==> config.mk <==
export PLATFORM = sky130hd
export DESIGN_NAME = lut_cfg_loader_flat
export DESIGN_NICKNAME = d
export VERILOG_FILES = /design/src/rtl/lut_cfg_loader_if.sv /design/src/rtl/lut_cfg_loader.sv /design/src/flat_wrapper.sv
export SDC_FILE = /design/constraint.sdc
export NUM_CORES = 1
export LEC_CHECK = 0
export CAP_MARGIN = 10
export CORE_MARGIN = 2
export CORE_UTILIZATION = 43
export DETAILED_ROUTE_END_ITERATION = 10
export PLACE_DENSITY = 0.81
export SKIP_LAST_GASP = 1
export SYNTH_ARGS = -nofsm -noshare
export SYNTH_HDL_FRONTEND = slang
export SYNTH_SLANG_ARGS = --single-unit
==> constraint.sdc <==
create_clock -name cclk -period 1.7 [get_ports cclk]
set_clock_uncertainty 0.2 [all_clocks]
set_input_delay 0.34 -clock cclk [delete_from_list [all_inputs] [get_ports cclk]]
set_output_delay 0.34 -clock cclk [all_outputs]
set_load 0.005 [all_outputs]
==> src/rtl/lut_cfg_loader_if.sv <==
// Serial LUT configuration bus: load request, bit stream in, truth table out.
// Latency: n/a (signal bundle only).
// Backpressure: cfg_valid/cfg_ready handshake; a bit moves only when both are high.
//
// master: the configuration source (drives start/cfg_valid/cfg_data).
// slave : the loader (drives cfg_ready, config_out, cen, status and chain forward).
interface lut_cfg_loader_if #(
    parameter int MEM_SIZE = 16
);
    logic                start;
    logic                cfg_valid;
    logic                cfg_data;
    logic                cfg_ready;
    logic [MEM_SIZE-1:0] config_out;
    logic                cen;
    logic                busy;
    logic                done;
    logic                chain_valid;
    logic                chain_data;

    modport master (
        output start, cfg_valid, cfg_data,
        input  cfg_ready, config_out, cen, busy, done, chain_valid, chain_data
    );

    modport slave (
        input  start, cfg_valid, cfg_data,
        output cfg_ready, config_out, cen, busy, done, chain_valid, chain_data
    );
endinterface

==> src/rtl/lut_cfg_loader.sv <==
// Shifts a serial truth table (LSB first) into a LUT config register, then strobes cen once.
// Latency: last bit accepted at edge N -> cen high N..N+1 -> done from N+1; chain forward 1 cycle.
// Backpressure: cfg_ready low in IDLE/COMMIT and on a restart cycle in DONE; gaps in cfg_valid stall.
//
// Ports: cclk clock, rst_n async active-low reset, bus (slave side of lut_cfg_loader_if):
//   start/cfg_valid/cfg_data in; cfg_ready, config_out, cen, busy, done, chain_valid, chain_data out.
module lut_cfg_loader #(
    parameter int INPUTS   = 4,
    parameter int MEM_SIZE = 2**INPUTS
) (
    input  logic             cclk,
    input  logic             rst_n,
    lut_cfg_loader_if.slave  bus
);
    localparam int CW = $clog2(MEM_SIZE) + 1;

    // A truth table can neither exceed the LUT address space nor leave the supported range.
    if (MEM_SIZE < 2 || MEM_SIZE > 256 || MEM_SIZE > 2**INPUTS) begin : g_bad_mem_size
        $error("lut_cfg_loader: MEM_SIZE out of range");
    end

    typedef enum logic [1:0] {
        IDLE   = 2'd0,
        SHIFT  = 2'd1,
        COMMIT = 2'd2,
        DONE   = 2'd3
    } state_t;

    state_t              state;
    state_t              state_nxt;
    logic [MEM_SIZE-1:0] sr;
    logic [CW-1:0]       cnt;
    logic                chain_valid_q;
    logic                chain_data_q;
    logic                cfg_ready;
    logic                accept;
    logic                load_start;
    logic                last_bit;

    assign accept     = bus.cfg_valid & cfg_ready;
    assign load_start = ((state == IDLE) || (state == DONE)) && bus.start;
    assign last_bit   = (cnt == CW'(MEM_SIZE - 1));

    // State register
    always_ff @(posedge cclk or negedge rst_n) begin
        if (!rst_n) begin
            state <= IDLE;
        end else begin
            state <= state_nxt;
        end
    end

    // Next-state logic
    always_comb begin
        state_nxt = state;
        case (state)
            IDLE:    if (bus.start) state_nxt = SHIFT;
            SHIFT:   if (accept && last_bit) state_nxt = COMMIT;
            COMMIT:  state_nxt = DONE;
            DONE:    if (bus.start) state_nxt = SHIFT;
            default: state_nxt = IDLE;
        endcase
    end

    // Output decode; only cfg_ready looks at an input (start, in DONE) so a restart
    // cycle never swallows or forwards a bit.
    always_comb begin
        cfg_ready = 1'b0;
        bus.cen   = 1'b0;
        bus.busy  = 1'b0;
        bus.done  = 1'b0;
        case (state)
            SHIFT: begin
                cfg_ready = 1'b1;
                bus.busy  = 1'b1;
            end
            COMMIT: begin
                bus.cen  = 1'b1;
                bus.busy = 1'b1;
            end
            DONE: begin
                cfg_ready = ~bus.start;
                bus.done  = 1'b1;
            end
            default: ;
        endcase
    end

    // Shift register and bit counter. The counter has one spare bit so it never
    // wraps within a load; leaving SHIFT on the last bit stops it at MEM_SIZE.
    always_ff @(posedge cclk or negedge rst_n) begin
        if (!rst_n) begin
            sr  <= '0;
            cnt <= '0;
        end else if (load_start) begin
            sr  <= '0;
            cnt <= '0;
        end else if ((state == SHIFT) && accept) begin
            sr  <= {bus.cfg_data, sr[MEM_SIZE-1:1]};
            cnt <= cnt + CW'(1);
        end
    end

    // Daisy-chain forward: once this LUT is configured, further bits pass through
    // to the next loader one cycle later. chain_data holds between forwards.
    always_ff @(posedge cclk or negedge rst_n) begin
        if (!rst_n) begin
            chain_valid_q <= 1'b0;
            chain_data_q  <= 1'b0;
        end else begin
            chain_valid_q <= (state == DONE) && accept;
            if ((state == DONE) && accept) begin
                chain_data_q <= bus.cfg_data;
            end
        end
    end

    assign bus.cfg_ready   = cfg_ready;
    assign bus.config_out  = sr;
    assign bus.chain_valid = chain_valid_q;
    assign bus.chain_data  = chain_data_q;
endmodule

==> src/flat_wrapper.sv <==
// flat-port wrapper written by rule: the top's interface ports become plain ports
module lut_cfg_loader_flat 
#(
    parameter int INPUTS   = 4,
    parameter int MEM_SIZE = 2**INPUTS
)
  (cclk, rst_n, bus_start, bus_cfg_valid, bus_cfg_data, bus_cfg_ready, bus_config_out, bus_cen, bus_busy, bus_done, bus_chain_valid, bus_chain_data);
  lut_cfg_loader_if #(.MEM_SIZE(MEM_SIZE)) bus_i ();
  input  logic cclk;
  input  logic rst_n;
  input wire logic [$bits(bus_i.start)-1:0] bus_start;
  input wire logic [$bits(bus_i.cfg_valid)-1:0] bus_cfg_valid;
  input wire logic [$bits(bus_i.cfg_data)-1:0] bus_cfg_data;
  output wire logic [$bits(bus_i.cfg_ready)-1:0] bus_cfg_ready;
  output wire logic [$bits(bus_i.config_out)-1:0] bus_config_out;
  output wire logic [$bits(bus_i.cen)-1:0] bus_cen;
  output wire logic [$bits(bus_i.busy)-1:0] bus_busy;
  output wire logic [$bits(bus_i.done)-1:0] bus_done;
  output wire logic [$bits(bus_i.chain_valid)-1:0] bus_chain_valid;
  output wire logic [$bits(bus_i.chain_data)-1:0] bus_chain_data;
  assign bus_i.start = bus_start;
  assign bus_i.cfg_valid = bus_cfg_valid;
  assign bus_i.cfg_data = bus_cfg_data;
  assign bus_cfg_ready = bus_i.cfg_ready;
  assign bus_config_out = bus_i.config_out;
  assign bus_cen = bus_i.cen;
  assign bus_busy = bus_i.busy;
  assign bus_done = bus_i.done;
  assign bus_chain_valid = bus_i.chain_valid;
  assign bus_chain_data = bus_i.chain_data;
  lut_cfg_loader #(.INPUTS(INPUTS), .MEM_SIZE(MEM_SIZE)) u_core (.cclk(cclk), .rst_n(rst_n), .bus(bus_i));
endmodule
==> run metrics, run 1 <==
status=finished, violations left; failing checks=setup timing; largest net degree at the start of global routing=26; mapped cell area=0.001107 mm^2; antenna-violating nets left=0; instance count on the critical path=4; area leader, netlist=dfrtp_1; global-route wire length before repair=4443 um; final WL=3336 um; Synth cell types=24; reg2reg start=u_core.state[1]; Layout area overhead=68.25%; final net count=roughly 190; post-synthesis sequential area ratio=a little under three fifths; CP max FO=4; drt initial violations=32; Synth Warn #=0; Clock power frac=10.4%; Reg area=628.1 um^2; Placer Congestion=0.7567; Pleak=0.9386 nW; Tot GR Track Use=21.09%; critical path's top delay family=flip-flops; setup ws final=-0.1967 ns; clock tree buffer depth=2; critical path class=register to output port; Root Buffer=clkbuf_4; Initial Util=45.11%; n_diodes=0; R2R setup slack=-0.08 ns; die height=54.75 um; Internal Pwr Total=1.583 mW; Seq cells post-synth=25; crit path DAT=1.36 ns; finished layout cell area=0.001863 mm^2; vias in the first global route=995; CTS buffer count=3; Critical Path End Type=output port; Filler cells=between 100 and 150; initial antenna violation count=0; max_slew headroom=approximately four fifths; share of cells above drive strength 1=45.76%; Max-cap violations=0; grt total ovfl=0; slowest stage delay, CP=0.47 ns; DIE WIDTH=54.75 um; DP HPWL=~1700 um; slowest stage cell, crit path=dfrtp_2; Logic pwr share=between 50 and 60%; multi-input logic area=between 500 and 600 um^2; Net Switching=0.9624 mW; clock slew at reported path FFs=0.14 ns; Hold WS=approximately 0.17 ns; Crit path buffers/inverters=2; power per cell area=1367 mW/mm^2; fin. max-slew vios=0; CTS H-tree depth=1; synth top area cells=dfrtp_1 (56%), nand2_1 (12%), a21oi_1 (8.1%), ha_1 (6.8%), inv_1 (1.7%); r2r worst-path depth=7; Sw Share=37.80%; R2R Path End=u_core.cnt[3]; top cell type's share of synthesized area=56.50%; Core Footprint=0.002455 mm^2; Row Count=18; Worst-Skew Late Latency=0.31 ns; Worst Path Required=1.16 ns; drt drc=0; most frequent cells in the layout=nand2_1 (34), buf_4 (27), dfrtp_1 (23); setup violators final=27; Hold Vio Cnt, Final=0; Post-CTS Hold Fix Bufs=0; via count=1089; most common cell after layout, fill and taps aside=nand2_1; setup TNS=-1.688 ns; cell area after placement=0.001500 mm^2; Peak VDD IR=0.001403 V; post-route minimum period=1.897 ns; synthesized net count=126; # IOs=27; Critical Path Start=u_core.state[0]; vias per cell=5.261; post-synthesis cell count=~120; RSZ-0062 raised after global routing=true; Post-Place Setup Slack=-0.2930 ns; DIE AREA=between 0.002 and 0.003 mm^2; crit share post-route=111.6%; crit-path cells=buf_6 -> ha_4 -> a21o_1 -> buf_2; Worst-Margin Slew=0.3136 ns; syn avg cell area=~9.6 um^2; CP endpoint=bus_cfg_ready; Worst Setup Start Kind=register; port bufs=26; routed len/inst=between 15 and 20 um; CTS tree=built; Hold Path Class=input port to asynchronous set/reset pin; Sequential Power Share=a little under a third; Max Fclk=527.2 MHz; Clock Sinks=25; DR pass1 iterations=4
==> timing repair <==
action | in CTS | in global routing
gates resized for setup | 51 | 36
setup endpoints to repair | 35 | 29
setup buffers | 19 | 1
cloned | 1 | 1
pin swaps | 2 | 4
==> area by class of cell <==
cell class                 instances  area share (%)
sequential                        25           33.71
inverter                           5           1.007
timing repair buffer              63           30.42
clock buffer                       3           1.209
clock inverter                     1          0.2686
multi-input combinational         80           31.36
tap                               30           2.015
==> synthesized netlist by cell type <==
| master | count |
|---|---|
| clkbuf_1 | 2 |
| buf_4 | 1 |
| nor2_1 | 4 |
| o21ai_0 | 3 |
| o211a_1 | 1 |
| xnor2_1 | 1 |
| buf_2 | 2 |
| a21oi_1 | 18 |
| nand2_2 | 1 |
| inv_1 | 5 |
| and2_1 | 1 |
| a21boi_0 | 1 |
| nand3_1 | 2 |
| ha_1 | 6 |
| a211oi_1 | 1 |
| mux2_2 | 1 |
| and3_1 | 1 |
| mux2i_1 | 1 |
| a21o_1 | 1 |
| or3_1 | 1 |
| nand2_1 | 34 |
| a21oi_2 | 1 |
| dfrtp_1 | 25 |
| xor2_1 | 1 |
==> registers in the layout (all words and copies together), names as in the netlist <==
signal and flops:
u_core.bus.chain_data 1, u_core.cnt 5, u_core.bus.chain_valid 1, u_core.bus.config_out 16
u_core.state 2
==> layer usage <==
metal	routed length [um]	track usage, %	share of wire, %
met3	165	3.825	4.9
met4	114	7.500	3.4
met1	1412	27.11	42
met5	0	0	0
met2	1644	35.32	49
==> kinds of logic after synthesis <==
logic type	Yosys count	synth area share, %
buf+inv	10	3.956
xor+xnor	2	1.582
compound gates	26	13.22
flops	25	56.50
simple gates	44	16.05
fa+ha+maj	6	6.779
mux	2	1.921
==> how the worst min path moves through the flow <==
stage                                     start                         to  slack [ns]  cells after the start
after floorplan                           rst_n      u_core.bus.chain_data       -0.16                      0
final                                     rst_n   u_core.bus.config_out[1]        0.17                      2
after detailed placement  u_core.bus.chain_data      u_core.bus.chain_data        0.30                      1
after global routing                      rst_n   u_core.bus.config_out[0]        0.19                      2
after global placement    u_core.bus.chain_data      u_core.bus.chain_data        0.29                      1
after CTS                                 rst_n  u_core.bus.config_out[10]        0.19                      2
==> stage by stage <==
stage | power, mW | instances | util, %
floorplan | 1.181 | 115 | -
global placement | 1.683 | 182 | 61.11
detailed placement | 1.723 | 182 | 61.11
CTS | 2.184 | 206 | 69.72
global route | 2.681 | 207 | 75.89
finish | 2.546 | 207 | 75.89
==> power groups by stage <==
| stage | clock network (mW) | logic [mW] | registers [mW] |
|---|---|---|---|
| finish | 0.266 | 1.51 | 0.773 |
| global route | 0.303 | 1.60 | 0.780 |
| CTS | 0.265 | 1.16 | 0.758 |
| detailed placement | 0 | 0.952 | 0.771 |
| global placement | 0 | 0.921 | 0.762 |
| floorplan | 0 | 0.414 | 0.767 |
No activity file was read; power rests on OpenSTA's default activity.
==> run 2: changes to the inputs <==
--- a/config.mk
+++ b/config.mk
@@ -6,8 +6,8 @@
 export NUM_CORES = 1
 export LEC_CHECK = 0
-export CAP_MARGIN = 10
 export CORE_MARGIN = 2
 export CORE_UTILIZATION = 43
 export DETAILED_ROUTE_END_ITERATION = 10
+export GPL_TIMING_DRIVEN = 0
 export PLACE_DENSITY = 0.81
 export SKIP_LAST_GASP = 1
--- a/constraint.sdc
+++ b/constraint.sdc
@@ -3,3 +3,3 @@
 set_input_delay 0.34 -clock cclk [delete_from_list [all_inputs] [get_ports cclk]]
 set_output_delay 0.34 -clock cclk [all_outputs]
-set_load 0.005 [all_outputs]
+set_load 0.1 [all_outputs]
==> run metrics, run 2 (synthesized netlist as in run 1, its figures left out) <==
status=finished, violations left; failing checks=hold timing, setup timing; Sequential Power Share=25.4% (-5.0 points); Row Count=18 (unchanged); Worst Setup Start Kind=register; CTS buffer count=3 (unchanged); DP HPWL=1526 um (-11%); max FFs per register=16 (unchanged); RSZ-0062 raised after global routing=true; final WL=2319 um (-30%); DIE WIDTH=54.75 um (unchanged); initial antenna violation count=0 (unchanged); # IOs=27 (unchanged); Clock Sinks=25 (unchanged); most frequent cells in the layout=nand2_1 (34), dfrtp_1 (23), a21oi_1 (16); Hold Path Class=input port to asynchronous set/reset pin; max_slew headroom=28.42% (-51 points); Max Fclk=519.0 MHz (-1.6%); fin. max-slew vios=0 (unchanged); finished layout cell area=0.001592 mm^2 (-15%); grt total ovfl=0 (unchanged); port bufs=26 (unchanged); Sw Share=50.76% (+13 points); CP max FO=4 (unchanged); post-route minimum period=1.927 ns (+0.02991 ns); DIE AREA=0.002997 mm^2 (unchanged); DR pass1 iterations=4 (unchanged); CTS H-tree depth=1 (unchanged); Peak VDD IR=0.002570 V (+83%); drt drc=0 (unchanged); Max-cap violations=0 (unchanged); via count=902 (-17%); Root Buffer=clkbuf_4; Hold WS=-0.005636 ns (-0.1783 ns); most common cell after layout, fill and taps aside=nand2_1; routed len/inst=12.67 um (-21%); antenna-violating nets left=0 (unchanged); critical path class=register to output port; setup ws final=-0.2266 ns (-0.02991 ns); setup violators final=23 (-15%); Layout area overhead=43.73%; Pleak=0.7525 nW (-20%); clock tree buffer depth=2 (unchanged); crit share post-route=113.3% (+1.8 points); Internal Pwr Total=1.515 mW (-4.4%); cell area after placement=0.001463 mm^2 (-2.5%); Worst-Margin Slew=1.072 ns (+0.7583 ns); Hold Vio Cnt, Final=25 (+25); vias per cell=4.929 (-6.3%); Core Footprint=0.002455 mm^2 (unchanged); drt initial violations=16 (-50%); final net count=165 (-13%); clock slew at reported path FFs=0.13 ns (about the same); share of cells above drive strength 1=38.56% (-7.2 points); die height=54.75 um (unchanged); Net Switching=1.561 mW (+62%); largest net degree at the start of global routing=26 (unchanged); CTS tree=built; vias in the first global route=868 (-13%); power per cell area=1933 mW/mm^2 (+41%); Tot GR Track Use=17.88% (-3.2 points); Initial Util=45.11% (unchanged); n_diodes=0 (unchanged); crit path DAT=1.39 ns (+0.03 ns); Logic pwr share=65.9% (+6.7 points); Critical Path End Type=output port; Worst Path Required=1.16 ns (about the same); Worst-Skew Late Latency=0.32 ns (about the same); global-route wire length before repair=3801 um (-14%); Placer Congestion=0.7088 (-6.3%); Clock power frac=8.7% (-1.7 points)
-- run 2: cell types whose count changed in the layout (fill, tap and decap cells not counted), moves of 3 or more --
cell / previous run / this run
buf_6: 10 / 3
buf_12: 0 / 3
ha_2: 0 / 3
a21oi_2: 19 / 3
dlygate4sd2_1: 17 / 0
clkbuf_4: 3 / 14
buf_4: 27 / 11
a21oi_1: 0 / 16
-- run 2: cell type report --
type | instances | area, um^2
fill | 204 | 863.3
sequential | 25 | 628.1
multi-input combinational | 80 | 509.2
timing repair buffer | 34 | 312.8
buffer | 5 | 53.80
tap | 30 | 37.54
clock buffer | 3 | 22.52
inverter | 5 | 22.52
clock inverter | 1 | 5.005
-- run 2: what timing repair did --
action / CTS / global route
gates resized for setup: 137 / 25
cloned: 1 / 0
pin swaps: 2 / 3
setup buffers: 5 / 2
hold buffers: 0 / 0
setup endpoints to repair: 38 / 63
-- run 2: worst paths after layout --
kind | from | endpoint | slack [ns] | depth (start not counted)
min in group cclk | u_core.bus.chain_data | u_core.bus.chain_data | 0.32 | 1
worst max-delay path | u_core.state[0] | bus_cfg_ready | -0.23 | 3
worst max register to register | u_core.state[0] | u_core.cnt[1] | -0.05 | 7
max in group asynchronous | rst_n | u_core.state[1] | 0.60 | 1
worst min register to register | u_core.bus.chain_data | u_core.bus.chain_data | 0.32 | 1
worst min-delay path | rst_n | u_core.bus.config_out[4] | -0.006 | 1
-- run 2: routing by layer --
metal  wire length, um  vias to the layer above  global-route usage [%]
met4                29                        0                   7.500
met3               136                        3                   3.005
met1              1006                      419                   21.88
li1                  -                      453                       -
met5                 0                        -                       0
met2              1147                       27                   30.75
-- run 2: power groups by stage --
stage          registers [mW]  clock network (mW)  logic (mW)
6_report                0.780               0.268        2.03
5_1_grt                 0.792               0.295        2.14
4_1_cts                 0.781               0.272        1.92
3_5_place_dp            0.783                   0        1.64
3_3_place_gp            0.778                   0        1.62
2_1_floorplan            1.07                   0        1.04
-- run 2: worst max-delay path: stages, from the launching register on --
cell	delay, ns
dfrtp_2	0.47
ha_2	0.22
a21o_4	0.21
buf_12	0.16
-- run 2: per-stage QoR --
stage / setup TNS (ns) / worst slack [ns] / std cells / total power [mW] / utilization (%)
2_1_floorplan: -5.498 / -0.2557 / 115 / 2.115 / -
3_3_place_gp: -13.15 / -1.002 / 171 / 2.399 / 59.58
3_5_place_dp: -15.30 / -1.006 / 171 / 2.426 / 59.58
4_1_cts: -0.6897 / -0.2275 / 181 / 2.974 / 61.72
5_1_grt: -2.469 / -0.2717 / 183 / 3.231 / 64.83
6_report: -1.047 / -0.2266 / 183 / 3.076 / 64.83
==> run 3: changes to the inputs <==
CAP_MARGIN = 0   (was not set)
SLEW_MARGIN = 15   (was not set)
==> run metrics, run 3 (synthesized netlist as in run 1, its figures left out) <==
status=finished, violations left; failing checks=setup timing; CTS tree=built; Placer Congestion=0.7088 (unchanged); Filler cells=204 (unchanged); CTS H-tree depth=1 (unchanged); slowest stage delay, CP=0.47 ns (about the same); vias per cell=4.924 (-0.10%); setup ws final=-0.2266 ns (unchanged); crit path DAT=1.39 ns (about the same); n_diodes=0 (unchanged); met2 WL=1151 um (+0.35%); grt total ovfl=0 (unchanged); DIE AREA=0.002997 mm^2 (unchanged); R2R Path End=u_core.cnt[1]; most frequent cells in the layout=nand2_1 (34), dfrtp_1 (23), a21oi_1 (16); Reg area=628.1 um^2 (unchanged); CP max FO=4 (unchanged); setup TNS=-1.043 ns (+0.003880 ns); Worst Path Required=1.16 ns (about the same); share of cells above drive strength 1=38.96% (+0.40 points); clock slew at reported path FFs=0.13 ns (about the same); final WL=2325 um (+0.26%); Crit path buffers/inverters=1 (unchanged); Clock Sinks=25 (unchanged); Layout area overhead=43.95%; final net count=166 (+0.61%); wl on met1=1011 um (+0.50%); R2R setup slack=-0.05 ns (about the same); DR pass1 iterations=4 (unchanged); Tot GR Track Use=17.88% (unchanged); fin util=64.93% (+0.10 points); Core Footprint=0.002455 mm^2 (unchanged); drt drc=0 (unchanged); setup violators final=23 (unchanged); antenna-violating nets left=0 (unchanged); Hold Path Class=input port to asynchronous set/reset pin; die height=54.75 um (unchanged); Worst-Margin Slew=0.5393 ns (-0.5326 ns); initial antenna violation count=0 (unchanged); routed len/inst=12.64 um (-0.29%); port bufs=26 (unchanged); critical path class=register to output port; Max-cap violations=0 (unchanged); # IOs=27 (unchanged); max FFs per register=16 (unchanged); highest metal used=met4; global-route wire length before repair=3801 um (unchanged); Met3 Wirelength=133 um (-2.2%); Row Count=18 (unchanged); Max Fclk=519.0 MHz (unchanged); CTS buffer count=3 (unchanged); Peak VDD IR=0.002570 V (about the same); Hold Vio Cnt, Final=0 (-100%); Critical Path Start=u_core.state[0]; clock tree buffer depth=2 (unchanged); Pleak=0.7476 nW (-0.66%); vias in the first global route=868 (unchanged); largest net degree at the start of global routing=26 (unchanged); Root Buffer=clkbuf_4; RSZ-0062 raised after global routing=true; multi-input logic area=509.2 um^2 (unchanged); crit-path cells=ha_2 -> a21o_4 -> buf_12; r2r worst-path depth=7 (unchanged); post-route minimum period=1.927 ns (unchanged); drt initial violations=16 (unchanged); power per cell area=1930 mW/mm^2 (-0.14%); most common cell after layout, fill and taps aside=nand2_1; critical path's top delay family=flip-flops; Initial Util=45.11% (unchanged); Worst Setup Start Kind=register; Final Total Pwr=3.076 mW (about the same); Worst-Skew Late Latency=0.32 ns (about the same); slowest stage cell, crit path=dfrtp_2; DP HPWL=1526 um (unchanged); fin. max-slew vios=0 (unchanged); crit share post-route=113.3% (unchanged); via count=906 (+0.44%); max_slew headroom=64.04% (+36 points); reg2reg start=u_core.state[0]; Critical Path End Type=output port; DIE WIDTH=54.75 um (unchanged)
## run 3: changes by cell type in the layout (fill, tap and decap cells not counted), sizes merged
cell	previous run	this run
buf	24	25
dlymetal6s2s	1	0
dlygate4sd3	0	1
## run 3: layout make-up
class	instances	share of cell area, %
Multi-Input combinational cell	80	31.95
Inverter	5	1.413
Sequential cell	25	39.40
Tap cell	30	2.355
Clock inverter	1	0.3140
Clock buffer	3	1.413
Timing Repair Buffer	35	19.78
Buffer	5	3.375
## run 3: worst reg2reg max path: stages, from the launching register on
cell and delay, ns:
dfrtp_2 0.45, inv_2 0.07, ha_4 0.28, clkinvlp_4 0.10, buf_4 0.15, nor2_4 0.20
buf_8 0.17, a21oi_1 0.05
## run 3: what timing repair did
item                                   4_1_cts  5_1_grt
setup endpoints to repair                   38       38
gates cloned                                 1        0
hold buffers                                 0        1
endpoints found under the hold margin        0       25
gates resized for setup                    137       24
buffers inserted                             5        2
pin swaps                                    2        3
## run 3: report_power, final
part | internal (mW) | switching (mW)
sequential | 0.695 | 0.0847
clock | 0.0882 | 0.180
combinational | 0.732 | 1.30
total | 1.51 | 1.56
## run 3: through the flow
stage,area (um^2),worst slack [ns],std cells,hold slack [ns]
after detailed placement,1463,-1.006,171,0.2998
after global placement,1463,-1.002,171,0.2927
after CTS,1515,-0.2275,181,0.3290
final,1594,-0.2266,184,0.3176
after global routing,1594,-0.2717,184,0.3498
after floorplan,1165,-0.2557,115,-0.1556
## run 3: worst max path at each step
stage / end / slack [ns] / depth (start not counted)
2_1_floorplan: u_core.bus.config_out[0] / -0.26 / 6
3_3_place_gp: bus_cfg_ready / -1.00 / 4
3_5_place_dp: bus_cfg_ready / -1.01 / 4
4_1_cts: bus_cfg_ready / -0.23 / 3
5_1_grt: bus_busy / -0.27 / 4
6_report: bus_cfg_ready / -0.23 / 3
## run 3: per-layer routing
metal  up-vias  track usage, %
met5         -               0
met4         0           7.500
met3         3           3.005
met2        27           30.75
met1       421           21.88
li1        455               -
